<file path="src/rtl/rotate_pkg.sv">
// Shared types and constants for the iterative rotate sequencer.
// State encoding, datapath widths and rotate direction codes.
package rotate_pkg;

    localparam int DATA_W = 32;
    localparam int MOVE_W = 5;
    localparam int REP_W  = 4;

    localparam logic ROT_LEFT  = 1'b0;
    localparam logic ROT_RIGHT = 1'b1;

    typedef enum logic [1:0] {
        IDLE = 2'd0,
        RUN  = 2'd1,
        DONE = 2'd2
    } seq_state_e;

endpackage

</file>
<file path="src/rtl/barrelShift32.sv">
// 32-bit combinational rotator: direction 1 rotates right, 0 rotates left.
// Rotation is built from two opposite shifts OR-ed together.
module barrelShift32 (
    input  logic [31:0] sample,
    input  logic [4:0]  move,
    input  logic        direction,
    output logic [31:0] result
);

    logic [5:0] back;

    // a 32-bit shift for move==0 yields zero, so the OR stays correct
    assign back = 6'd32 - {1'b0, move};

    always_comb begin
        result = '0;
        if (direction)
            result = (sample >> move) | (sample << back);
        else
            result = (sample << move) | (sample >> back);
    end

endmodule

</file>
<file path="src/rtl/rotate_seq.sv">
// Iterative rotate sequencer: applies a rotation reps times, one per clock.
// Optional RUN-cycle and result counters under ROTATE_SEQ_CYCCNT_EN.
module rotate_seq
    import rotate_pkg::*;
(
    input  logic              clk,
    input  logic              rst_n,
    input  logic              cmd_valid,
    output logic              cmd_ready,
    input  logic [DATA_W-1:0] cmd_sample,
    input  logic [MOVE_W-1:0] cmd_move,
    input  logic              cmd_direction,
    input  logic [REP_W-1:0]  cmd_reps,
    output logic              res_valid,
    input  logic              res_ready,
    output logic [DATA_W-1:0] res_data,
    output logic              busy
`ifdef ROTATE_SEQ_CYCCNT_EN
    ,
    output logic [15:0]       cyc_cnt,
    output logic [15:0]       cmd_cnt
`endif
);

    seq_state_e        state_q;
    seq_state_e        state_d;
    logic [DATA_W-1:0] acc;
    logic [MOVE_W-1:0] move_q;
    logic              dir_q;
    logic [REP_W-1:0]  remain;
    logic [DATA_W-1:0] rot;
    logic              last_step;

    barrelShift32 u_rot (
        .sample    (acc),
        .move      (move_q),
        .direction (dir_q),
        .result    (rot)
    );

    assign cmd_ready = (state_q == IDLE);
    assign busy      = (state_q != IDLE);
    assign last_step = (remain == REP_W'(1));

    always_ff @(posedge clk) begin
        if (!rst_n)
            state_q <= IDLE;
        else
            state_q <= state_d;
    end

    always_comb begin
        state_d = state_q;
        unique case (state_q)
            IDLE: begin
                if (cmd_valid)
                    state_d = (cmd_reps == '0) ? DONE : RUN;
            end
            RUN: begin
                if (last_step)
                    state_d = DONE;
            end
            DONE: begin
                if (res_ready)
                    state_d = IDLE;
            end
            default: state_d = IDLE;
        endcase
    end

    // result registers load only on entry to DONE so acc never leaks out
    always_ff @(posedge clk) begin
        if (!rst_n) begin
            acc       <= '0;
            move_q    <= '0;
            dir_q     <= ROT_LEFT;
            remain    <= '0;
            res_valid <= 1'b0;
            res_data  <= '0;
        end else begin
            unique case (state_q)
                IDLE: begin
                    if (cmd_valid) begin
                        acc    <= cmd_sample;
                        move_q <= cmd_move;
                        dir_q  <= cmd_direction;
                        remain <= cmd_reps;
                        if (cmd_reps == '0) begin
                            res_valid <= 1'b1;
                            res_data  <= cmd_sample;
                        end
                    end
                end
                RUN: begin
                    acc    <= rot;
                    remain <= remain - REP_W'(1);
                    if (last_step) begin
                        res_valid <= 1'b1;
                        res_data  <= rot;
                    end
                end
                DONE: begin
                    if (res_ready) begin
                        res_valid <= 1'b0;
                        res_data  <= '0;
                    end
                end
                default: begin
                    res_valid <= 1'b0;
                    res_data  <= '0;
                end
            endcase
        end
    end

`ifdef ROTATE_SEQ_CYCCNT_EN
    always_ff @(posedge clk) begin
        if (!rst_n) begin
            cyc_cnt <= '0;
            cmd_cnt <= '0;
        end else begin
            if (state_q == RUN && cyc_cnt != 16'hFFFF)
                cyc_cnt <= cyc_cnt + 16'd1;
            if (res_valid && res_ready)
                cmd_cnt <= cmd_cnt + 16'd1;
        end
    end
`else
    // core-only build: no counters
`endif

endmodule

</file>
<file path="config.mk">
export PLATFORM = sky130hd
export DESIGN_NAME = rotate_seq
export DESIGN_NICKNAME = d
export VERILOG_FILES = /design/src/rtl/rotate_pkg.sv /design/src/rtl/barrelShift32.sv /design/src/rtl/rotate_seq.sv
export SDC_FILE = /design/constraint.sdc
export NUM_CORES = 1
export LEC_CHECK = 0
export BUFFER_PORTS_ARGS = -buffer_cell sky130_fd_sc_hd__buf_2
export CAP_MARGIN = 20
export CORE_ASPECT_RATIO = 0.6
export CORE_UTILIZATION = 35
export CTS_BUF_LIST = sky130_fd_sc_hd__clkbuf_8
export DETAILED_ROUTE_END_ITERATION = 8
export PLACE_DENSITY = 0.56
export SLEW_MARGIN = 20
export SYNTH_ARGS = -nofsm -noshare
export SYNTH_HDL_FRONTEND = slang
export SYNTH_HIERARCHICAL = 1
export SYNTH_SLANG_ARGS = --single-unit
</file>
<file path="constraint.sdc">
create_clock -name clk -period 3.5 [get_ports clk]
set_clock_uncertainty 0.15 [all_clocks]
set_input_delay 0.35 -clock clk [delete_from_list [all_inputs] [get_ports clk]]
set_output_delay 0.35 -clock clk [all_outputs]
set_load 0.01 [all_outputs]
</file>
==> impl_results.md <==
- Clock share of power: 0.096
- EDFF count, synth: 0
- CTS Buf Count: 9
- Tcrit/Tclk final: 0.988
- DRC viols: 0
- Crit path time final: around 3500 ps
- DRT antenna net count: 0
- CTS tree: done
- Mean Syn Cell Area: between 8 and 9 µm²
- Crit path DAT: 3560 ps
- Slowest stage cell, crit path: a2111oi_0
- Clock sinks: between 70 and 80
- Clk root buf: clkbuf_8
- Final WS setup: 43.6 ps
- Vias per cell: roughly 6.7
- Sequential area share after synthesis: 0.133
- Detailed placer's ending HPWL: 52600 µm
- Fillers: around 3300
- Ys flop type: dfxtp_1
- CP Capture Type: flip-flop
- Max clock buf depth: 2
- Setup_tns: 0 ps
- Placed insts: approximately 2000
- Cell-internal power: roughly 0.004 W
- Final Slew Violations: 0
- NetSw: 0.00463 W
- Clk_lat worst skew: 390 ps
- H-tree depth: 3
- Ys Warns: 6
- Die H: ~140 µm
- Core area: approximately 33000 µm²
- Power Dens Cells: between 600 and 700 nW/µm²
- Synth Register Bits: between 70 and 80
- Rows: approximately 50
- Reg clk slew, reported paths: 100 ps
- Die area: ~34000 µm²
- Unrepaired setup endpoints after global routing: no
- Critical path fanouts, max: 20
- Total GRT Usage: 0.386
- IR drop worst, VDD: approximately 0.23 mV
- Grt total ovfl: 0
- Reg power frac: 0.146
- Distinct cells, synth: approximately 80
- Placement Setup Slack: -133 ps
- Post-synth top area share: 0.177
- DRT iter0 DRCs: around 1800
- Max_slew headroom: 0.324
- Area grow syn2layout: 22.1%
- DRT Wirelength: around 66000 µm
- Gpl congestion: between 1 and 1.5
- Static leakage: approximately 5.7 nW
- Die Wd: 237 µm
- Max incr delay on CP: around 550 ps
- FFs w/ async S/R, synth: 0
- I/O pins: 81
- Hold Path Class: input pin to flip-flop
- Fin cells: 2035
- First-pass GRT wire length: 93200 µm
- Worst path cell trace: buf_12 > mux2_2 > mux2i_1 > o32a_1 > nor2_1 > a2111oi_0 > buf_4 > a22oi_1 > mux2_2 > nand2_1 > mux2i_1
- Final Hold Fails: 0
- Switching Fraction: 0.532
- Status: completed
- WS Path Type: flip-flop to flip-flop
- Worst Setup Start Kind: flip-flop
- Initial antenna violation count: 4
- Achievable frequency: 0.289 GHz
- Critical Path RT: about 3600 ps
- Max-cap violations: 0
- Avg WL per Cell: 32.6 µm
- Comb power frac: 0.758
- Syn Inst Count: about 1400
- Initial Util: 0.357
- Vias in the first global route: 12443
- Final setup viols: 0
- Pin count of the biggest net entering global routing: 66
- Port-buffer cells: 80
- Net count after synthesis: 1469
- Crit path max-delay family: multiplexers
- TritonRoute pass-1 iters: 7
- Dominant cell type by area after synthesis: mux4_2
- Hold Buf Count CTS: 0
- Buffers plus inverters on the worst setup path: 2
- Layout cells sized above 1: 0.361
- Vias: 13552
- # Post-CTS Setup Buffers: 0
- Synthesized cell area: between 10000 and 15000 µm²
- Layout Nets: around 1700
- Synth top area cells: mux4_2 18%, dfxtp_1 13%, mux2i_1 12%
- Worst slew pin tran: ~1000 ps
## cell usage after synthesis, types with 13 or more instances
cell / instances
nand2_1: 238
nor2_1: 160
mux2i_1: 140
mux4_2: 91
mux2_2: 88
clkbuf_1: 78
dfxtp_1: 77
a21oi_1: 59
o21ai_0: 49
buf_2: 44
a311oi_1: 36
a211oi_1: 27
nor3_1: 26
o211ai_1: 19
a31oi_1: 18
nand3_1: 17
buf_4: 15
inv_1: 15
buf_6: 13
## path summary, 6_finish.rpt
check	start	to	slack (ps)	cells after the start
max	move_q[1]$_SDFFE_PN0P_	res_data[4]$_SDFFE_PN0P_	40	11
min	cmd_move[1]	move_q[1]$_SDFFE_PN0P_	30	3
max reg2reg	move_q[1]$_SDFFE_PN0P_	res_data[4]$_SDFFE_PN0P_	40	11
min reg2reg	res_data[26]$_SDFFE_PN0P_	res_data[26]$_SDFFE_PN0P_	310	2
## worst min-delay path: stages
cell     delay [ps]
buf_2            90
nand2_1          40
a21oi_1          50
## cell type report
type	count	area [µm²]	share of cell area
Multi-Input combinational cell	1160	9250	0.652
Inverter	18	70.1	0.00494
Sequential cell	77	1550	0.110
Timing Repair Buffer	337	2540	0.179
Tap cell	424	531	0.0374
Clock buffer	10	138	0.00971
Antenna cell	3	7.51	0.000530
Clock inverter	6	91.3	0.00644
## power groups by stage
stage	sequential (W)	combinational, W	clock [W]
2_1_floorplan	0.00120	0.00348	0
3_3_place_gp	0.00128	0.00624	0
3_5_place_dp	0.00128	0.00621	0
4_1_cts	0.00126	0.00625	0.000847
5_1_grt	0.00128	0.00678	0.000880
6_report	0.00127	0.00660	0.000836
## placed cells by master (no fill, tap or decap), types with 5 or more instances in the layout
master / instances
buf_4: 240
nand2_1: 238
nor2_1: 158
mux2i_1: 140
mux4_2: 91
mux2_2: 88
buf_2: 80
dfxtp_1: 71
a21oi_1: 59
o21ai_0: 46
a311oi_1: 36
a211oi_1: 27
nor3_1: 25
o211ai_1: 19
nand3_1: 17
a31oi_1: 17
inv_1: 15
buf_12: 13
nand2b_1: 12
a22oi_1: 11
clkbuf_8: 10
a221oi_1: 10
o221ai_1: 9
nor2b_1: 8
o22ai_1: 7
a2111oi_0: 7
nor3b_1: 6
and3_1: 5
a21o_1: 5
a211o_1: 5
## flip-flops by register name, summed over array words and instances (netlist names)
signal     count
state_q        2
dir_q          1
res_data      32
res_valid      1
remain         4
move_q         5
acc           32
## repair_timing
item | CTS | global route
endpoints found under the setup margin | 1 | 12
resized for setup | 2 | 16
cloned | 0 | 1
## through the flow
stage	utilization	total power, W	instance area, µm²	hold WS (ps)
global placement	0.426	0.00752	13900	292
CTS	0.433	0.00836	14100	14.9
finish	0.436	0.00871	14200	32.3
floorplan	-	0.00468	11600	299
detailed placement	0.426	0.00749	13900	298
global route	0.435	0.00894	14200	34.5
## kinds of logic (layout without fill, tap and decap cells)
logic type | after synthesis | count (layout) | synth area share
buffers and inverters | 183 | 371 | 0.0814
AND/OR/NAND/NOR | 501 | 501 | 0.184
adder cells (fa/ha/maj) | 3 | 3 | 0.00323
AO/OA/AOI/OAI | 327 | 327 | 0.204
XOR/XNOR | 4 | 4 | 0.00302
flip-flops | 77 | 77 | 0.133
multiplexers | 325 | 325 | 0.392
other | 0 | 3 | 0
## per-layer routing
metal | part of all wire | GRT usage
met5 | 0.00018 | 0
met4 | 0.020 | 0.0781
met3 | 0.15 | 0.170
met2 | 0.38 | 0.502
met1 | 0.46 | 0.569
Note: power is estimated with default switching activity, not from simulation.
